### config.mk
export PLATFORM = sky130hd
export DESIGN_NAME = cast_op_arbiter_flat
export DESIGN_NICKNAME = d
export VERILOG_FILES = /design/src/rtl/cast_arb_pkg.sv /design/src/rtl/cast_op_arbiter_if.sv /design/src/rtl/cast_op_dyn.sv /design/src/rtl/cast_op_arbiter.sv /design/src/flat_wrapper.sv
export SDC_FILE = /design/constraint.sdc
export NUM_CORES = 1
export LEC_CHECK = 0
export CORE_ASPECT_RATIO = 1.75
export CORE_MARGIN = 10
export CORE_UTILIZATION = 37
export CTS_BUF_LIST = sky130_fd_sc_hd__clkbuf_8
export CTS_CLUSTER_SIZE = 16
export DETAILED_ROUTE_END_ITERATION = 10
export GPL_TIMING_DRIVEN = 0
export HOLD_SLACK_MARGIN = 0.15
export PLACE_DENSITY = 0.82
export RECOVER_POWER = 25
export SKIP_CTS_REPAIR_TIMING = 1
export SLEW_MARGIN = 20
export SYNTH_ARGS = -nofsm -noshare
export SYNTH_HDL_FRONTEND = slang
export SYNTH_SLANG_ARGS = --single-unit
export TNS_END_PERCENT = 10
### constraint.sdc
create_clock -name clk -period 1.63 [get_ports clk]
set_input_delay 0.163 -clock clk [delete_from_list [all_inputs] [get_ports clk]]
set_output_delay 0.163 -clock clk [all_outputs]
set_load 0.01 [all_outputs]
### src/rtl/cast_arb_pkg.sv
// Shared types for the cast operation arbiter.
//   cast_opc_e : runtime cast opcode carried on every request
//   state_e    : result-register occupancy
//   CAST_OPC_W : opcode field width
package cast_arb_pkg;

   localparam int unsigned CAST_OPC_W = 2;

   typedef enum logic [CAST_OPC_W-1:0] {
      CAST_ZEXT  = 2'd0,
      CAST_SEXT  = 2'd1,
      CAST_TRUNC = 2'd2,
      CAST_NONE  = 2'd3
   } cast_opc_e;

   typedef enum logic {
      IDLE = 1'b0,
      FULL = 1'b1
   } state_e;

endpackage

### src/rtl/cast_op_arbiter_if.sv
// Request/response bundle between NUM_REQ requesters, the arbiter and one consumer.
//   req_valid/req_ready/req_opcode/req_lhs : per-requester request handshake
//   rsp_valid/rsp_ready/rsp_id/rsp_ret/rsp_err : shared response handshake
// Modports:
//   master : requesters + consumer side (drives requests and rsp_ready)
//   slave  : arbiter side
interface cast_op_arbiter_if
   import cast_arb_pkg::*;
#(
   parameter int unsigned NUM_REQ        = 4,
   parameter int unsigned ParamBitWidth  = 32,
   parameter int unsigned ReturnBitWidth = 32
);

   localparam int unsigned IdW = $clog2(NUM_REQ);

   logic [NUM_REQ-1:0]                    req_valid;
   logic [NUM_REQ-1:0]                    req_ready;
   logic [NUM_REQ-1:0][CAST_OPC_W-1:0]    req_opcode;
   logic [NUM_REQ-1:0][ParamBitWidth-1:0] req_lhs;
   logic                                  rsp_valid;
   logic                                  rsp_ready;
   logic [IdW-1:0]                        rsp_id;
   logic [ReturnBitWidth-1:0]             rsp_ret;
   logic                                  rsp_err;

   modport master (
      output req_valid, req_opcode, req_lhs, rsp_ready,
      input  req_ready, rsp_valid, rsp_id, rsp_ret, rsp_err
   );

   modport slave (
      input  req_valid, req_opcode, req_lhs, rsp_ready,
      output req_ready, rsp_valid, rsp_id, rsp_ret, rsp_err
   );

endinterface

### src/rtl/cast_op_dyn.sv
// Purely combinational integer cast with a runtime opcode.
//   opcode : cast_opc_e selecting zext / sext / trunc / none
//   lhs    : ParamBitWidth operand
//   ret    : ReturnBitWidth result (0 for CAST_NONE)
//   err    : set for CAST_NONE
module cast_op_dyn
   import cast_arb_pkg::*;
#(
   parameter int unsigned ParamBitWidth  = 32,
   parameter int unsigned ReturnBitWidth = 32
) (
   input  cast_opc_e                 opcode,
   input  logic [ParamBitWidth-1:0]  lhs,
   output logic [ReturnBitWidth-1:0] ret,
   output logic                      err
);

   // Work at the wider of the two widths so every cast is a plain low-bit slice.
   localparam int unsigned W = (ParamBitWidth > ReturnBitWidth) ? ParamBitWidth : ReturnBitWidth;

   logic [W-1:0] zext_w;
   logic [W-1:0] sext_w;

   assign zext_w = W'(lhs);
   assign sext_w = W'($signed(lhs));

   always_comb begin
      ret = '0;
      err = 1'b0;
      unique case (opcode)
         CAST_ZEXT:  ret = zext_w[ReturnBitWidth-1:0];
         CAST_SEXT:  ret = sext_w[ReturnBitWidth-1:0];
         // Narrowing: low bits of sext equal low bits of lhs; widening: sign-extend.
         CAST_TRUNC: ret = sext_w[ReturnBitWidth-1:0];
         CAST_NONE:  err = 1'b1;
         default:    err = 1'b1;
      endcase
   end

endmodule

### src/rtl/cast_op_arbiter.sv
// Shares one runtime-configurable cast datapath between NUM_REQ requesters.
// One request is granted per cycle into a single result register, which is
// drained through the rsp_* handshake; a new result can load in the same
// cycle the old one is consumed.
//   clk     : clock, rising edge
//   reset_n : synchronous active-low reset
//   bus     : cast_op_arbiter_if.slave (requests in, registered response out)
// Build option: CAST_ARB_ROUND_ROBIN_EN selects round-robin arbitration;
// otherwise fixed priority with the lowest index winning.
module cast_op_arbiter
   import cast_arb_pkg::*;
#(
   parameter int unsigned NUM_REQ        = 4,
   parameter int unsigned ParamBitWidth  = 32,
   parameter int unsigned ReturnBitWidth = 32
) (
   input logic              clk,
   input logic              reset_n,
   cast_op_arbiter_if.slave bus
);

   localparam int unsigned IdW = $clog2(NUM_REQ);

   state_e                    state_q;
   logic [IdW-1:0]            id_q;
   logic [ReturnBitWidth-1:0] ret_q;
   logic                      err_q;

   logic [IdW-1:0]            cand;
   logic [IdW-1:0]            gnt_idx;
   logic                      gnt_found;
   logic                      slot_free;
   logic                      accept;
   logic [ReturnBitWidth-1:0] cast_ret;
   logic                      cast_err;

`ifdef CAST_ARB_ROUND_ROBIN_EN
   logic [IdW-1:0] ptr_q;
`endif

   // First valid requester in search order.
   always_comb begin
      cand      = '0;
      gnt_idx   = '0;
      gnt_found = 1'b0;
      for (int unsigned i = 0; i < NUM_REQ; i++) begin
`ifdef CAST_ARB_ROUND_ROBIN_EN
         cand = IdW'((32'(ptr_q) + i) % NUM_REQ);
`else
         cand = IdW'(i);
`endif
         if (!gnt_found && bus.req_valid[cand]) begin
            gnt_found = 1'b1;
            gnt_idx   = cand;
         end
      end
   end

   assign slot_free = (state_q == IDLE) || bus.rsp_ready;
   assign accept    = reset_n && slot_free && gnt_found;

   always_comb begin
      bus.req_ready = '0;
      if (accept) bus.req_ready[gnt_idx] = 1'b1;
   end

   cast_op_dyn #(
      .ParamBitWidth  (ParamBitWidth),
      .ReturnBitWidth (ReturnBitWidth)
   ) u_cast (
      .opcode (cast_opc_e'(bus.req_opcode[gnt_idx])),
      .lhs    (bus.req_lhs[gnt_idx]),
      .ret    (cast_ret),
      .err    (cast_err)
   );

   always_ff @(posedge clk) begin
      if (!reset_n) begin
         state_q <= IDLE;
         id_q    <= '0;
         ret_q   <= '0;
         err_q   <= 1'b0;
      end else if (accept) begin
         state_q <= FULL;
         id_q    <= gnt_idx;
         ret_q   <= cast_ret;
         err_q   <= cast_err;
      end else if (bus.rsp_ready) begin
         state_q <= IDLE;
      end
   end

`ifdef CAST_ARB_ROUND_ROBIN_EN
   always_ff @(posedge clk) begin
      if (!reset_n) begin
         ptr_q <= '0;
      end else if (accept) begin
         ptr_q <= (gnt_idx == IdW'(NUM_REQ - 1)) ? '0 : gnt_idx + 1'b1;
      end
   end
`endif

   assign bus.rsp_valid = (state_q == FULL);
   assign bus.rsp_id    = id_q;
   assign bus.rsp_ret   = ret_q;
   assign bus.rsp_err   = err_q;

endmodule

### src/flat_wrapper.sv
// flat-port wrapper written by rule: the top's interface ports become plain ports
module cast_op_arbiter_flat import cast_arb_pkg::*;
#(
   parameter int unsigned NUM_REQ        = 4,
   parameter int unsigned ParamBitWidth  = 32,
   parameter int unsigned ReturnBitWidth = 32
)
  (clk, reset_n, bus_req_valid, bus_req_opcode, bus_req_lhs, bus_rsp_ready, bus_req_ready, bus_rsp_valid, bus_rsp_id, bus_rsp_ret, bus_rsp_err);
  cast_op_arbiter_if #(.NUM_REQ(NUM_REQ), .ParamBitWidth(ParamBitWidth), .ReturnBitWidth(ReturnBitWidth)) bus_i ();
  input logic clk;
  input logic reset_n;
  input wire logic [$bits(bus_i.req_valid)-1:0] bus_req_valid;
  input wire logic [$bits(bus_i.req_opcode)-1:0] bus_req_opcode;
  input wire logic [$bits(bus_i.req_lhs)-1:0] bus_req_lhs;
  input wire logic [$bits(bus_i.rsp_ready)-1:0] bus_rsp_ready;
  output wire logic [$bits(bus_i.req_ready)-1:0] bus_req_ready;
  output wire logic [$bits(bus_i.rsp_valid)-1:0] bus_rsp_valid;
  output wire logic [$bits(bus_i.rsp_id)-1:0] bus_rsp_id;
  output wire logic [$bits(bus_i.rsp_ret)-1:0] bus_rsp_ret;
  output wire logic [$bits(bus_i.rsp_err)-1:0] bus_rsp_err;
  assign bus_i.req_valid = bus_req_valid;
  assign bus_i.req_opcode = bus_req_opcode;
  assign bus_i.req_lhs = bus_req_lhs;
  assign bus_i.rsp_ready = bus_rsp_ready;
  assign bus_req_ready = bus_i.req_ready;
  assign bus_rsp_valid = bus_i.rsp_valid;
  assign bus_rsp_id = bus_i.rsp_id;
  assign bus_rsp_ret = bus_i.rsp_ret;
  assign bus_rsp_err = bus_i.rsp_err;
  cast_op_arbiter #(.NUM_REQ(NUM_REQ), .ParamBitWidth(ParamBitWidth), .ReturnBitWidth(ReturnBitWidth)) u_core (.clk(clk), .reset_n(reset_n), .bus(bus_i));
endmodule
==> metrics.csv <==
stage,metric,value,unit
power_and_ir_drop,sw power,747,uW
yosys,Ys Warns,0,
worst_setup_path,CP endpoint kind,flop,
worst_setup_path,RR Startpoint,u_core.bus.rsp_valid$_SDFFE_PN0P_,
detailed_routing,Avg WL per Cell,20.5,um
yosys,fraction of the yosys area taken by sequential cells,27.4,%
detailed_routing,antenna-violating nets left,0,
power_and_ir_drop,worst-case vdd ir drop,0.431,mV
clock_tree,Sink Count,36,
min_path,hold endpoint,u_core.bus.rsp_id[0]$_SDFFE_PN0P_,
outcome,status,completed,
floorplan,Initial Utilization,38.1,%
clock_tree,Inserted Clock Buffers,5,
yosys,post-synthesis net count,401,
power_and_ir_drop,power per cell area,583,nW/um^2
detailed_routing,drt total wl,10.9,mm
sta,clk_skew,0.00299,ns
detailed_routing,initial detailed-routing violation count,126,
floorplan,Core Rows,40,
clock_tree,clk slew on worst S/H paths,0.07,ns
grt,first-pass GRT wire length,17.0,mm
sta,Tcrit/Tclk final,89.9,%
yosys,Seq cells post-synth,36,
power_and_ir_drop,combinational share of power,39.4,%
grt,initial antenna violation count,0,
worst_setup_path,worst path buffer plus inverter count,3,
floorplan,I/O pins,183,
grt,Total GRT Usage,19.0,%
worst_setup_path,Max stage delay on crit path,0.32,ns
sta,"Setup violations, final",0,
layout,Nets,590,
sta,Worst Max-Slew Pin Slew,0.429,ns
yosys,Post-Syn Area,2630,um^2
worst_setup_path,r2r endpoint,u_core.bus.rsp_ret[17]$_SDFFE_PN0P_,
min_path,Worst Hold Class,in2reg,
layout,proportion of layout cells with a drive suffix above 1,22.4,%
yosys,top cell type's share of synthesized area,27.4,%
min_path,hold depth,3,
worst_setup_path,slowest cell on the critical path,mux2_4,
worst_setup_path,WP data arrival,1.63,ns
worst_setup_path,R2R setup slack,0.32,ns
power_and_ir_drop,clock share of power,24.8,%
clock_tree,Clock Latency Late Sink,0.28,ns
yosys,Cells after Synth,258,
worst_setup_path,CP Data Required Time,1.80,ns
grt,grt total ovfl,0,
clock_tree,H-Tree Depth,2,
placement,hpwl dp,9.11,mm
layout,Area Overhead vs Synth,77.8,%
grt,largest net degree at the start of global routing,11,
worst_setup_path,crit-path cells,dlymetal6s2s_1 -> nand2b_1 -> buf_4 -> buf_6 -> mux2_4 -> a221oi_2 -> o31ai_1,
floorplan,Chip Width,83.7,um
floorplan,Die H,132,um
job,max-cap violations,0,
yosys,Post-synth ARST share,0,%
sta,"Slew Viols, Final",0,
yosys,Synth cell types,36,
sta,Hold Slack,0.314,ns
detailed_routing,via count,2801,
worst_setup_path,Crit Path Max Fanout,10,
power_and_ir_drop,P_leak,0.00196,uW
worst_setup_path,Crit Path Category,in2reg,
placement,Placer Congestion,0.798,
sta,final hold vios,0,
placement,buffers added on ports,182,
min_path,min-delay src,bus_req_valid[0],
yosys,Syn Area/Cell,10.2,um^2
floorplan,Placeable Area,6910,um^2
detailed_routing,Remaining DRCs,0,
power_and_ir_drop,Sequential Power Share,35.8,%
worst_setup_path,path depth of the worst reg2reg path,4,
yosys,largest cells by area after synthesis,"dfxtp_1, a221oi_2, mux2_4",
power_and_ir_drop,Internal Power,1980,uW
yosys,top_reg_cell synth,dfxtp_1,
power_and_ir_drop,Net Sw Frac,27.4,%
sta,Max Clk Rate,682,MHz
clock_tree,root buf cell,clkbuf_8,
clock_tree,Clock Tree Buf Depth,2,
worst_setup_path,CP startpoint kind,input pin,
yosys,cell accounting for the most synthesized area,dfxtp_1,
worst_setup_path,kind of cell adding the most delay to the critical path,buffers and inverters,
sta,Tmin final,1.47,ns
clock_tree,CTS tree,done,
yosys,Post-synth EDFFs,0,
detailed_routing,Via density,5.27,
grt,number of global-route vias before repair,3120,
floorplan,die area,11000,um^2
layout,# diodes,0,
layout,Final Util,67.7,%
sta,Slew HR,71.2,%
detailed_routing,1st-pass router iterations,6,
logic make-up after synthesis:
group	after synthesis	synth area share, %
simple gates	86	17.1
compound gates	74	30.4
flops	36	27.4
mux	33	18.3
buf+inv	29	6.80
flip-flops by register name, indices dropped and copies added, names as in the netlist:
register / cells
u_core.bus.rsp_err: 1
u_core.bus.rsp_id: 2
u_core.bus.rsp_ret: 32
u_core.bus.rsp_valid: 1
per-stage QoR:
| stage | worst slack (ns) | total power, uW | instances | cell area, um^2 | setup TNS, ns |
|---|---|---|---|---|---|
| final | 0.164 | 2730 | 531 | 4680 | 0 |
| after global routing | -0.00377 | 2860 | 531 | 4680 | -0.00377 |
| after CTS | -0.747 | 2760 | 531 | 4650 | -8.64 |
| after detailed placement | -0.747 | 2080 | 524 | 4560 | -19.26 |
| after global placement | -0.755 | 2060 | 524 | 4560 | -18.24 |
| after floorplan | 0.318 | 1470 | 258 | 2630 | 0 |
synthesized netlist by cell type, types with 2 or more instances:
| cell | n |
|---|---|
| inv_1 | 2 |
| buf_4 | 3 |
| dfxtp_1 | 36 |
| nand2b_1 | 2 |
| nand2_1 | 38 |
| o31ai_1 | 32 |
| and3_1 | 32 |
| mux2_4 | 29 |
| a221oi_1 | 3 |
| buf_6 | 6 |
| mux2_2 | 2 |
| nor2_1 | 4 |
| a221oi_2 | 29 |
| o2111ai_1 | 2 |
| clkbuf_1 | 6 |
| mux2_1 | 2 |
| buf_2 | 11 |
per-layer routing:
layer	wire length, um	GRT usage, %	share of wire [%]	vias up
li1	-	-	-	1384
met1	3900	18.7	36	1302
met2	6060	36.4	56	96
met3	560	4.58	5.2	19
met4	344	7.20	3.2	0
met5	0	0	0	-
tightest hold or removal path, cell delays in order:
cell and delay [ns]:
clkbuf_2 0.19, or3_1 0.15, a21oi_2 0.04
worst max path at each step:
stage	to	start	cells after the start	slack, ns
after floorplan	u_core.bus.rsp_err$_SDFFE_PN0P_	bus_req_valid[1]	3	0.32
final	u_core.bus.rsp_ret[18]$_SDFFE_PN0P_	bus_req_valid[2]	7	0.16
after CTS	bus_req_ready[3]	bus_req_valid[1]	7	-0.75
after detailed placement	bus_req_ready[3]	bus_req_valid[1]	7	-0.75
after global routing	u_core.bus.rsp_ret[17]$_SDFFE_PN0P_	bus_req_valid[2]	6	-0.004
after global placement	bus_req_ready[3]	bus_req_valid[1]	7	-0.75
power by group through the flow:
stage	clock network [uW]	logic, uW	registers, uW
2_1_floorplan	0	447	1030
6_report	676	1080	976
3_3_place_gp	0	1070	993
3_5_place_dp	0	1090	997
5_1_grt	727	1150	983
4_1_cts	691	1090	977
placed cells by master (no fill, tap or decap), types with 2 or more instances in the layout:
master           synthesis  routed
a221oi_2                29      29
dlymetal6s2s_1           0       6
buf_2                   11      11
clkdlybuf4s50_1          0     166
nor2_2                   1       2
buf_4                    3       4
mux2_4                  29      29
mux2_2                   2       2
inv_1                    2       2
o31ai_1                 32      32
clkbuf_8                 0       7
nor2_1                   4       3
dfxtp_1                 36      36
a221oi_1                 3       3
buf_6                    6       6
dlygate4sd3_1            0       8
o2111ai_1                2       2
and3_1                  32      32
clkbuf_1                 6       6
mux2_1                   2       2
nand2_1                 38      38
cell type report:
cell class	instances	area, um^2
well taps	84	105
flip-flops and latches	36	721
repair buffers	182	1830
inverters	3	11.3
multi-input cells	193	1750
clock buffers	7	96.3
plain buffers	26	171
fillers	562	2230
Note: power is estimated with default switching activity, not from simulation.
